--- src/rtl/sync_fifo.sv ---
// rtl/sync_fifo.sv - synchronous single-clock FIFO with registered occupancy flags
//
// Purpose: DEPTH x WIDTH first-in first-out buffer. Reads are registered:
// rd_data carries the popped word one cycle after the accepted rd_en cycle.
// There is no fall-through. Count and flags are computed from the next-state
// count, so they always agree with one another.
//
// Ports:
//   clk          in   clock; all state changes on its rising edge
//   rst          in   synchronous active-high reset
//   wr_data      in   WIDTH  word written on an accepted write
//   wr_en        in   write request
//   rd_en        in   read request
//   rd_data      out  WIDTH  registered read word
//   rd_valid     out  one-cycle strobe marking a newly popped word
//   full         out  count == DEPTH
//   empty        out  count == 0
//   almost_full  out  count >= AF_LEVEL
//   almost_empty out  count <= AE_LEVEL
//   count        out  log2(DEPTH)+1 bits, number of stored entries
//   overflow     out  sticky: a write was dropped because the FIFO was full
//   underflow    out  sticky: a read was dropped because the FIFO was empty

module sync_fifo #(
  parameter int WIDTH    = 8,
  parameter int DEPTH    = 16,
  parameter int AF_LEVEL = DEPTH - 2,
  parameter int AE_LEVEL = 2
) (
  input  logic                     clk,
  input  logic                     rst,
  input  logic [WIDTH-1:0]         wr_data,
  input  logic                     wr_en,
  input  logic                     rd_en,
  output logic [WIDTH-1:0]         rd_data,
  output logic                     rd_valid,
  output logic                     full,
  output logic                     empty,
  output logic                     almost_full,
  output logic                     almost_empty,
  output logic [$clog2(DEPTH):0]   count,
  output logic                     overflow,
  output logic                     underflow
);

  localparam int AW = $clog2(DEPTH);
  localparam int CW = AW + 1;

  logic [WIDTH-1:0] mem_q [DEPTH];

  logic [AW-1:0]    wr_ptr_q, wr_ptr_d;
  logic [AW-1:0]    rd_ptr_q, rd_ptr_d;
  logic [CW-1:0]    count_q, count_d;
  logic [WIDTH-1:0] rd_data_q;
  logic             rd_valid_q;
  logic             full_q, full_d;
  logic             empty_q, empty_d;
  logic             almost_full_q, almost_full_d;
  logic             almost_empty_q, almost_empty_d;
  logic             overflow_q, overflow_d;
  logic             underflow_q, underflow_d;

  logic             rd_accept;
  logic             wr_accept;

  // A read frees a slot at the same edge, so a write into a full FIFO is
  // accepted whenever a read is accepted alongside it. A write never makes an
  // empty FIFO readable in the same cycle.
  always_comb begin
    rd_accept = rd_en && !empty_q;
    wr_accept = wr_en && (!full_q || rd_accept);

    wr_ptr_d = wr_accept ? wr_ptr_q + 1'b1 : wr_ptr_q;
    rd_ptr_d = rd_accept ? rd_ptr_q + 1'b1 : rd_ptr_q;

    count_d = count_q;
    case ({wr_accept, rd_accept})
      2'b10:   count_d = count_q + CW'(1);
      2'b01:   count_d = count_q - CW'(1);
      default: count_d = count_q;
    endcase

    empty_d        = (count_d == '0);
    full_d         = (count_d == CW'(DEPTH));
    almost_full_d  = (count_d >= CW'(AF_LEVEL));
    almost_empty_d = (count_d <= CW'(AE_LEVEL));

    overflow_d  = overflow_q  || (wr_en && !wr_accept);
    underflow_d = underflow_q || (rd_en && empty_q);
  end

  // Storage is not reset; entries are only observable after being written.
  always_ff @(posedge clk) begin
    if (!rst && wr_accept) begin
      mem_q[wr_ptr_q] <= wr_data;
    end
  end

  always_ff @(posedge clk) begin
    if (rst) begin
      wr_ptr_q       <= '0;
      rd_ptr_q       <= '0;
      count_q        <= '0;
      rd_data_q      <= '0;
      rd_valid_q     <= 1'b0;
      full_q         <= 1'b0;
      empty_q        <= 1'b1;
      almost_full_q  <= 1'b0;
      almost_empty_q <= 1'b1;
      overflow_q     <= 1'b0;
      underflow_q    <= 1'b0;
    end else begin
      wr_ptr_q       <= wr_ptr_d;
      rd_ptr_q       <= rd_ptr_d;
      count_q        <= count_d;
      rd_valid_q     <= rd_accept;
      // The array read sees the pre-edge contents, so a simultaneous write to
      // the same slot of a full FIFO still returns the oldest word.
      if (rd_accept) begin
        rd_data_q <= mem_q[rd_ptr_q];
      end
      full_q         <= full_d;
      empty_q        <= empty_d;
      almost_full_q  <= almost_full_d;
      almost_empty_q <= almost_empty_d;
      overflow_q     <= overflow_d;
      underflow_q    <= underflow_d;
    end
  end

  assign rd_data      = rd_data_q;
  assign rd_valid     = rd_valid_q;
  assign full         = full_q;
  assign empty        = empty_q;
  assign almost_full  = almost_full_q;
  assign almost_empty = almost_empty_q;
  assign count        = count_q;
  assign overflow     = overflow_q;
  assign underflow    = underflow_q;

endmodule

--- config.mk ---
export PLATFORM = sky130hd
export DESIGN_NAME = sync_fifo
export DESIGN_NICKNAME = d
export VERILOG_FILES = /design/src/rtl/sync_fifo.sv
export SDC_FILE = /design/constraint.sdc
export NUM_CORES = 1
export LEC_CHECK = 0
export ABC_AREA = 1
export ABC_CLOCK_PERIOD_IN_PS = 2300
export BUFFER_PORTS_ARGS = -buffer_cell sky130_fd_sc_hd__buf_2
export CORE_MARGIN = 2
export CORE_UTILIZATION = 55
export CTS_BUF_LIST = sky130_fd_sc_hd__clkbuf_4
export DETAILED_ROUTE_END_ITERATION = 8
export GPL_ROUTABILITY_DRIVEN = 0
export HOLD_SLACK_MARGIN = 0.05
export PLACE_DENSITY_LB_ADDON = 0.15
export SLEW_MARGIN = 0
export SYNTH_ARGS = -nofsm -noshare
export SYNTH_HDL_FRONTEND = slang
export SYNTH_SLANG_ARGS = --single-unit
--- constraint.sdc ---
create_clock -name clk -period 2.3 [get_ports clk]
set_clock_uncertainty 0.1 [all_clocks]
set_input_delay 0.115 -clock clk [delete_from_list [all_inputs] [get_ports clk]]
set_output_delay 0.115 -clock clk [all_outputs]
set_load 0.02 [all_outputs]
==> metrics.md, run 1 <==
| Metric | Value |
|---|---|
| Comb pwr share | `0.194` |
| Row Count | `39` |
| Total Power | `5.84 mW` |
| Pleak | `2.85 nW` |
| Top Metal Used | `met4` |
| Final antenna-violating net count | `0` |
| Max Cap Viol | `0` |
| Post-layout min period | `2.19 ns` |
| Worst EP required | `2.68 ns` |
| Dpl hpwl | `8730 µm` |
| # clock sinks | `156` |
| First-pass iteration count of the detailed router | `5` |
| Vias in the first global route | `4,418` |
| Worst min-delay path category | `primary input to flip-flop` |
| Slew margin rel. | `0.588` |
| DRT met1 WL | `6030 µm` |
| Post-synthesis cell count | `620` |
| Fmax | `457 MHz` |
| Min Hold Slack | `0.358 ns` |
| Layout cells sized above 1 | `0.148` |
| Synth area leaders | `edfxtp_1 (59%), nand2_1 (11%), dfxtp_1 (8.6%)` |
| Pwr dens | `803 nW/µm²` |
| Maximum number of pins on one net before global-route repair | `58` |
| Startpoint types | `flip-flop` |
| R2R cell count | `16` |
| CP arrival | `2.57 ns` |
| VDD IR max | `513 µV` |
| Fin crit share | `0.951` |
| CP endpoint kind | `flip-flop` |
| Outcome | `finished, final reports clean` |
| Setup CP Type | `flip-flop to flip-flop` |
| Routed len/inst | `17.5 µm` |
| DP Cell Count | `787` |
| Vias | `4,563` |
| Worst Max-Slew Pin Slew | `0.614 ns` |
| Hold depth | `4` |
| Crit path max fanout | `7` |
| Sequential share of power | `0.550` |
| I/O pin cnt | `32` |
| Psw | `1.81 mW` |
| Non-Filler Instances | `832` |
| DRC viols | `0` |
| Post-synthesis register bit count | `156` |
| Fin area | `7270 µm²` |
| Postcts setup bufs | `0` |
| Starting DRT DRC Count | `379` |
| Post-layout util | `0.634` |
| Slew Limit Fails | `0` |
| Post-place setup slack | `0.0327 ns` |
| Layout net count | `696` |
| Syn avg cell area | `10.5 µm²` |
| Share of the synthesized area in the top cell type | `0.592` |
| Met2 WL post-DR | `7290 µm` |
| Cell area after placement | `6840 µm²` |
| Setup-failing EPs final | `0` |
| Total grt overflow | `0` |
| CTS Buffer Depth | `2` |
| Synth warn | `0` |
| Worst-path clk slew | `0.13 ns` |
| Clock Latency Late Sink | `0.57 ns` |
| Most frequent cells in the layout | `nand2_1 (187), edfxtp_1 (128), nand3_1 (108)` |
| DR WL met3 | `840 µm` |
| Initial antenna violation count | `0` |
| Via density | `5.48` |
| Area Overhead vs Synth | `11.9%` |
| Core box area | `11,500 µm²` |
| # diodes | `0` |
| Syn Std Cell Area | `6490 µm²` |
| TritonCTS clock tree | `yes` |
| Die H | `113 µm` |
| Commonest non-fill, non-tap cell in the layout | `nand2_1` |
| Seq/Total Area, Yosys | `0.678` |
| TritonCTS Buffers | `17` |
| Initial Utilization | `0.566` |
| Post-synth top area cell | `edfxtp_1` |
| Global-route wire length before repair | `23,000 µm` |
| Clock root buffer | `clkbuf_4` |
| Overall Global Routing Usage | `0.244` |
| Setup slack after layout | `0.112 ns` |
| Post-synth cell types | `24` |
| Port Buf Inserts | `31` |
| Post-Syn Nets | `640` |
| Clock power frac | `0.256` |
| Internal | `4.03 mW` |
| Width of the chip | `113 µm` |
| Switching part of the total power | `0.310` |
| Routed wire length | `14,500 µm` |
| Final hold vios | `0` |
| Final setup TNS | `0 ns` |
| CTS H-tree depth | `4` |
| Die area | `12,700 µm²` |
==> path summary, 6_finish.rpt <==
check                                         startpoint  slack, ns                        to
worst min register to register  wr_ptr_q[2]$_SDFFE_PP0P_       0.48  wr_ptr_q[2]$_SDFFE_PP0P_
worst max-delay path                    empty$_SDFF_PP1_       0.11   almost_empty$_SDFF_PP1_
worst max register to register          empty$_SDFF_PP1_       0.11   almost_empty$_SDFF_PP1_
worst min-delay path                               rd_en       0.36       rd_valid$_SDFF_PP0_
==> kinds of logic (layout without fill, tap and decap cells) <==
group	after synthesis	after routing	synth area share
XOR/XNOR	1	1	0.00135
flip-flops	156	156	0.678
buffers and inverters	65	134	0.0470
AO/OA/AOI/OAI	33	33	0.0254
multiplexers	1	1	0.00154
AND/OR/NAND/NOR	356	356	0.231
adder cells (fa/ha/maj)	8	8	0.0154
==> power by group through the flow <==
stage / sequential [mW] / clock, mW / combinational, mW
after floorplan: 3.34 / 0 / 0.704
after global placement: 3.27 / 0 / 1.06
after detailed placement: 3.27 / 0 / 1.08
after CTS: 3.21 / 1.52 / 1.11
after global routing: 3.22 / 1.64 / 1.27
final: 3.21 / 1.49 / 1.13
==> state kept, by name (all words and copies together) (netlist names) <==
name	flops
overflow	1
rd_data	8
underflow	1
full	1
almost_full	1
rd_valid	1
wr_ptr_q	4
count	5
empty	1
almost_empty	1
mem_q	128
rd_ptr_q	4
==> Yosys cell counts <==
cell	n
o21ai_1	10
mux2i_1	1
nor2_2	1
nand2_2	1
buf_1	2
ha_1	8
dfxtp_1	28
clkinv_1	2
buf_4	9
a21oi_1	16
nand4_1	2
buf_6	2
nand2_1	192
nor3b_1	1
edfxtp_1	128
nor3_1	11
o21ai_0	7
clkbuf_1	8
inv_1	30
nand3_1	109
buf_2	10
nor2_1	39
xor2_1	1
inv_2	2
==> cell type report <==
type	count	area [µm²]
Sequential cell	156	4410
Fill cell	920	4200
Multi-Input combinational cell	399	1820
Timing Repair Buffer	68	478
Tap cell	143	179
Clock buffer	17	128
Clock inverter	15	128
Inverter	34	128
==> worst max-delay path: stages (launching register included) <==
cell     delay [ns]
dfxtp_2        0.35
inv_1          0.06
nand2_2        0.10
nand2_2        0.08
nand2_2        0.07
ha_4           0.18
nand2_1        0.07
inv_1          0.06
nor2_2         0.11
ha_1           0.17
inv_1          0.06
nand2_2        0.10
nand4_1        0.15
nand4_1        0.17
nand2_1        0.09
nor2_2         0.12
nor2_1         0.05
==> metal layers <==
metal / GRT usage / vias up
met5: 0 / -
met4: 0.0992 / 0
met3: 0.0567 / 34
met2: 0.396 / 140
met1: 0.320 / 2161
li1: - / 2228
==> timing repair <==
action	in CTS	in global routing
gates resized for setup	0	12
hold buffers	13	0
endpoints found under the setup margin	0	6
endpoints found under the hold margin	148	0
Power figures use the tool's default switching activity.
==> run 2, diff against run 1 <==
--- a/config.mk
+++ b/config.mk
@@ -6,7 +6,7 @@
 export NUM_CORES = 1
 export LEC_CHECK = 0
 export ABC_AREA = 1
-export ABC_CLOCK_PERIOD_IN_PS = 2300
+export ABC_CLOCK_PERIOD_IN_PS = 1820
 export BUFFER_PORTS_ARGS = -buffer_cell sky130_fd_sc_hd__buf_2
 export CORE_MARGIN = 2
 export CORE_UTILIZATION = 55
==> constraint.sdc (replaced) <==
create_clock -name clk -period 1.82 [get_ports clk]
set_clock_uncertainty 0.1 [all_clocks]
set_input_delay 0.091 -clock clk [delete_from_list [all_inputs] [get_ports clk]]
set_output_delay 0.091 -clock clk [all_outputs]
set_load 0.02 [all_outputs]
==> run 2 against run 1 <==
The flow now finishes with violations (negative setup slack); global-route usage rose by 0.55 points; combinational power grew 58%; maximum frequency increased by 5.1%; sequential share of layout area shrank 2.9 points; critical endpoint is now full$_SDFF_PP0_; largest power group unchanged.
==> metrics.md, run 2 (synthesis results as in run 1) <==
| Metric | Value |
|---|---|
| Slew Limit Fails | `0 (unchanged)` |
| Overall Global Routing Usage | `0.249 (+0.00553)` |
| Setup CP Type | `flip-flop to flip-flop` |
| Total grt overflow | `0 (unchanged)` |
| Sequential share of power | `0.523 (-0.027)` |
| Startpoint types | `flip-flop` |
| R2R cell count | `11 (-5)` |
| Worst Max-Slew Pin Slew | `0.435 ns (-0.179 ns)` |
| Clock power frac | `0.249 (-0.007)` |
| Vias in the first global route | `4,321 (-2.2%)` |
| Switching part of the total power | `0.299 (-0.0110)` |
| Vias | `4,644 (+1.8%)` |
| Pwr dens | `1020 nW/µm² (+27%)` |
| Worst min-delay path category | `primary input to flip-flop` |
| Global-route wire length before repair | `23,400 µm (+1.6%)` |
| # diodes | `0 (unchanged)` |
| Routed len/inst | `17.6 µm (+0.96%)` |
| Fin crit share | `1.14 (+0.192)` |
| Worst-path cell chain | `inv_2 -> nand2_4 -> nand2_2 -> nand2_2 -> buf_4 -> ha_2 -> xor2_1 -> nand2_1 -> nor2_2 -> nand2_1 -> nor2_1` |
| VDD IR max | `723 µV (+41%)` |
| CP endpoint kind | `flip-flop` |
| Die area | `12,700 µm² (unchanged)` |
| Clock root buffer | `clkbuf_4` |
| Fin area | `7640 µm² (+5.1%)` |
| Post-place setup slack | `-0.261 ns (-0.293 ns)` |
| Register area | `4410 µm² (about the same)` |
| Outcome | `complete, but fails checks` |
| Pleak | `2.99 nW (+5.1%)` |
| TritonCTS clock tree | `yes` |
| Routed wire length | `15,000 µm (+3.5%)` |
| Slew margin rel. | `0.708 (+0.120)` |
| Critical-path top delay cell | `ha_2` |
| Maximum number of pins on one net before global-route repair | `35 (-40%)` |
| Via density | `5.44 (-0.73%)` |
| Cell area after placement | `7070 µm² (+3.3%)` |
| Slowest stage delay, CP | `0.39 ns (+0.04 ns)` |
| Starting DRT DRC Count | `423 (+12%)` |
| Row Count | `39 (unchanged)` |
| Post-layout min period | `2.08 ns (-0.106 ns)` |
| RSZ-0062 raised after global routing | `yes` |
| Crit path max fanout | `6 (-1)` |
| Fmax | `480 MHz (+5.1%)` |
| Largest Register | `mem_q` |
| Final setup TNS | `-1.73 ns (-1.73 ns)` |
| Max Cap Viol | `0 (unchanged)` |
| Die H | `113 µm (unchanged)` |
| Worst-path clk slew | `0.13 ns (about the same)` |
| Fillers | `863 (-6.2%)` |
| Max reg flops | `128 (unchanged)` |
| Multi-input logic area | `1970 µm² (+8.0%)` |
| Hold depth | `7 (+3)` |
| CTS Buffer Depth | `2 (unchanged)` |
| Final hold vios | `0 (unchanged)` |
| Psw | `2.33 mW (+29%)` |
| Internal | `5.46 mW (+36%)` |
| Area Overhead vs Synth | `17.6%` |
| First-pass iteration count of the detailed router | `5 (unchanged)` |
| DP Cell Count | `802 (+1.9%)` |
| Comb pwr share | `0.228 (+0.034)` |
| Port Buf Inserts | `31 (unchanged)` |
| Dpl hpwl | `9570 µm (+9.6%)` |
| DRC viols | `0 (unchanged)` |
| TritonCTS Buffers | `17 (unchanged)` |
| I/O pin cnt | `32 (unchanged)` |
| Commonest non-fill, non-tap cell in the layout | `nand2_1` |
| Layout net count | `718 (+3.2%)` |
| CTS H-tree depth | `4 (unchanged)` |
| Worst EP required | `2.21 ns (-0.47 ns)` |
| Core box area | `11,500 µm² (unchanged)` |
| Layout cells sized above 1 | `0.213 (+0.0646)` |
| CP arrival | `2.47 ns (-0.10 ns)` |
| Clock Latency Late Sink | `0.55 ns (-0.02 ns)` |
| Final antenna-violating net count | `0 (unchanged)` |
| # clock sinks | `156 (unchanged)` |
| Width of the chip | `113 µm (unchanged)` |
| Initial Utilization | `0.566 (unchanged)` |
| Setup slack after layout | `-0.261 ns (-0.374 ns)` |
| Setup-failing EPs final | `10 (+10)` |
| Failing checks | `negative setup slack` |
| Initial antenna violation count | `0 (unchanged)` |
| Most frequent cells in the layout | `nand2_1 (179), edfxtp_1 (128), nand3_1 (104)` |
| Non-Filler Instances | `853 (+2.5%)` |
run 2: per-layer routing:
layer	wire, µm	track usage
met1	6560	0.349
met2	7370	0.386
met3	865	0.0648
met4	238	0.0789
met5	0	0
run 2: final cells by class:
cell class,count,area share
Sequential cell,156,0.577
Multi-Input combinational cell,399,0.257
Clock buffer,20,0.0197
Timing Repair Buffer,90,0.0922
Tap cell,143,0.0234
Clock inverter,11,0.0134
Inverter,34,0.0167
run 2: critical path, delay by kind of cell (launching register included):
family,cells,cell delay [ns]
buf+inv,2,0.22
xor+xnor,1,0.29
flops,1,0.37
fa+ha+maj,1,0.39
simple gates,7,0.65
run 2: path summary, 6_finish.rpt:
check	start	to	slack [ns]
max	empty$_SDFF_PP1_	full$_SDFF_PP0_	-0.26
min	rd_en	wr_ptr_q[0]$_SDFFE_PP0P_	0.12
max reg2reg	empty$_SDFF_PP1_	full$_SDFF_PP0_	-0.26
min reg2reg	overflow$_SDFF_PP0_	overflow$_SDFF_PP0_	0.36
run 2: stage by stage:
stage | hold slack (ns) | total power [mW] | util
floorplan | 0.0899 | 5.15 | -
global placement | 0.296 | 5.65 | 0.617
detailed placement | 0.301 | 5.69 | 0.617
CTS | 0.0689 | 7.75 | 0.661
global route | 0.105 | 8.16 | 0.666
finish | 0.116 | 7.79 | 0.666
run 2: timing repair:
| action | in CTS | in global routing |
|---|---|---|
| setup endpoints to repair | 46 | 111 |
| hold buffers | 15 | 0 |
| buffers inserted | 4 | 1 |
| gates resized for setup | 22 | 16 |
| endpoints found under the hold margin | 146 | 0 |
| pin swaps | 12 | 10 |
run 2: power by group through the flow:
stage | Combinational [mW] | Sequential, mW | Clock, mW
finish | 1.78 | 4.08 | 1.94
global route | 1.95 | 4.09 | 2.12
CTS | 1.70 | 4.07 | 1.98
detailed placement | 1.55 | 4.14 | 0
global placement | 1.51 | 4.14 | 0
floorplan | 0.922 | 4.23 | 0
==> run 3, diff against run 2 <==
--- a/config.mk
+++ b/config.mk
@@ -10,11 +10,13 @@
 export BUFFER_PORTS_ARGS = -buffer_cell sky130_fd_sc_hd__buf_2
 export CORE_MARGIN = 2
 export CORE_UTILIZATION = 55
-export CTS_BUF_LIST = sky130_fd_sc_hd__clkbuf_4
+export CTS_BUF_LIST = sky130_fd_sc_hd__clkbuf_2
 export DETAILED_ROUTE_END_ITERATION = 8
 export GPL_ROUTABILITY_DRIVEN = 0
+export GPL_TIMING_DRIVEN = 0
 export HOLD_SLACK_MARGIN = 0.05
 export PLACE_DENSITY_LB_ADDON = 0.15
+export REMOVE_ABC_BUFFERS = 1
 export SLEW_MARGIN = 0
 export SYNTH_ARGS = -nofsm -noshare
 export SYNTH_HDL_FRONTEND = slang
==> run 3 against run 2 <==
The flow finishes with violations (negative hold slack, negative setup slack); clock-buffer cell count shrank 3; hold slack lost 0.18 ns; total power grew 1.7%; cell count shrank 0.12%; via count grew 7.9%; final area grew 3.4%; worst setup slack lost 0.012 ns; global-route usage grew 1.5 points; sequential share of layout area shrank 1.8 points; flip-flop and latch count is the same; critical endpoint is now almost_empty$_SDFF_PP1_; largest power group unchanged.
==> metrics.md, run 3 (synthesis results as in run 1) <==
| Metric | Value |
|---|---|
| Core box area | `11,500 µm² (unchanged)` |
| Port Buf Inserts | `31 (unchanged)` |
| Setup slack after layout | `-0.273 ns (-0.0123 ns)` |
| Global-route wire length before repair | `25,000 µm (+7.2%)` |
| Worst-path cell chain | `inv_2 -> nand2_4 -> clkinvlp_4 -> ha_4 -> nand2_2 -> inv_2 -> nor2_4 -> ha_4 -> inv_2 -> nand2_4 -> nand4_1 -> nand4_1 -> nand2_1 -> nor2_2 -> nor2_1` |
| Failing checks | `negative hold slack, negative setup slack` |
| Non-Filler Instances | `852 (-0.12%)` |
| Fin area | `7900 µm² (+3.4%)` |
| Die H | `113 µm (unchanged)` |
| Routed len/inst | `19.6 µm (+11%)` |
| Cell mode on critical path | `inv_2` |
| I/O pin cnt | `32 (unchanged)` |
| Routed wire length | `16,700 µm (+11%)` |
| Max Cap Viol | `0 (unchanged)` |
| Multi-input logic area | `2170 µm² (+10%)` |
| Layout cells sized above 1 | `0.242 (+0.0288)` |
| Total Power | `7.92 mW (+1.7%)` |
| Slew margin rel. | `0.508 (-0.200)` |
| TritonCTS Buffers | `17 (unchanged)` |
| # clock sinks | `156 (unchanged)` |
| Commonest non-fill, non-tap cell in the layout | `nand2_1` |
| CP arrival | `2.68 ns (+0.21 ns)` |
| CTS H-tree depth | `4 (unchanged)` |
| Cell area after placement | `6670 µm² (-5.6%)` |
| Largest Register | `mem_q` |
| Crit path max fanout | `4 (-2)` |
| Outcome | `complete, but fails checks` |
| CTS Buffer Depth | `2 (unchanged)` |
| Total grt overflow | `0 (unchanged)` |
| Die area | `12,700 µm² (unchanged)` |
| Via density | `5.88 (+8.0%)` |
| Setup-failing EPs final | `72 (+62)` |
| Worst-path clk slew | `0.24 ns (+0.11 ns)` |
| Final antenna-violating net count | `0 (unchanged)` |
| Width of the chip | `113 µm (unchanged)` |
| Clock Latency Late Sink | `0.75 ns (+0.20 ns)` |
| Final setup TNS | `-9.42 ns (-7.69 ns)` |
| Slew Limit Fails | `0 (unchanged)` |
| Worst EP required | `2.41 ns (+0.20 ns)` |
| Pleak | `3.09 nW (+3.2%)` |
| Fillers | `794 (-8.0%)` |
| Clock root buffer | `clkbuf_2` |
| Layout net count | `715 (-0.42%)` |
| Register area | `4420 µm² (+0.17%)` |
| Initial antenna violation count | `1 (+1)` |
| Startpoint types | `flip-flop` |
| Initial Utilization | `0.566 (unchanged)` |
| Worst Max-Slew Pin Slew | `0.735 ns (+0.300 ns)` |
| Starting DRT DRC Count | `473 (+12%)` |
| Vias in the first global route | `4,715 (+9.1%)` |
| Area Overhead vs Synth | `21.6%` |
| Post-layout min period | `2.09 ns (+0.0123 ns)` |
| Final hold vios | `24 (+24)` |
| Worst min-delay path category | `primary input to flip-flop` |
| Row Count | `39 (unchanged)` |
| Maximum number of pins on one net before global-route repair | `66 (+89%)` |
| Most frequent cells in the layout | `nand2_1 (175), edfxtp_1 (128), nand3_1 (101)` |
| Fin crit share | `1.15 (+0.00673)` |
| Dpl hpwl | `8420 µm (-12%)` |
| Overall Global Routing Usage | `0.264 (+0.0150)` |
| DP Cell Count | `764 (-4.7%)` |
| RSZ-0062 raised after global routing | `yes` |
| DRC viols | `0 (unchanged)` |
| Min Hold Slack | `-0.0655 ns (-0.182 ns)` |
| Slowest stage delay, CP | `0.40 ns (about the same)` |
| Post-place setup slack | `-0.970 ns (-0.710 ns)` |
| First-pass iteration count of the detailed router | `6 (+1)` |
| Critical-path top delay cell | `dfxtp_2` |
| Max reg flops | `128 (unchanged)` |
| TritonCTS clock tree | `yes` |
| Vias | `5,011 (+7.9%)` |
| CP endpoint kind | `flip-flop` |
| Setup CP Type | `flip-flop to flip-flop` |
| Fmax | `478 MHz (-0.59%)` |
| VDD IR max | `735 µV (+1.7%)` |
| Post-layout util | `0.689 (+0.0225)` |
| Pwr dens | `1000 nW/µm² (-1.6%)` |
run 3: per-layer routing:
metal	routed length, µm	share of wire	global-route usage
met2	8520	0.51	0.442
met3	1230	0.073	0.0464
met4	376	0.023	0.115
met5	0	0	0
met1	6590	0.39	0.342
run 3: cell type report:
class / count / share of cell area
multi-input cells: 399 / 0.274
flip-flops and latches: 156 / 0.559
well taps: 143 / 0.0227
clock buffers: 17 / 0.0108
repair inverters: 1 / 0.000634
clock inverters: 15 / 0.0217
diodes: 1 / 0.000317
inverters: 34 / 0.0189
repair buffers: 86 / 0.0913
run 3: worst paths after layout:
path	start	endpoint	slack (ns)	cells past startpoint
max	empty$_SDFF_PP1_	almost_empty$_SDFF_PP1_	-0.27	15
min	rst	mem_q[11][6]$_DFFE_PP_	-0.07	3
max reg2reg	empty$_SDFF_PP1_	almost_empty$_SDFF_PP1_	-0.27	15
min reg2reg	wr_ptr_q[1]$_SDFFE_PP0P_	wr_ptr_q[1]$_SDFFE_PP0P_	0.48	2
run 3: critical path, delay by kind of cell (launching register included):
family	cells	cell delay (ns)
AND/OR/NAND/NOR	9	0.90
flip-flops	1	0.40
adder cells (fa/ha/maj)	2	0.35
buffers and inverters	4	0.27
run 3: repair_timing:
action	4_1_cts	5_1_grt
pin swaps	33	17
hold buffers	15	2
endpoints found under the hold margin	156	6
gates cloned	1	0
setup buffers	35	5
setup endpoints to repair	149	106
gates resized for setup	86	26
run 3: report_power, final:
part / internal [mW] / leakage [nW] / total (mW) / switching (mW)
Clock: 0.773 / 0.164 / 2.02 / 1.24
Sequential: 3.98 / 1.38 / 4.12 / 0.144
Combinational: 0.616 / 1.54 / 1.78 / 1.17
Total: 5.37 / 3.09 / 7.92 / 2.55
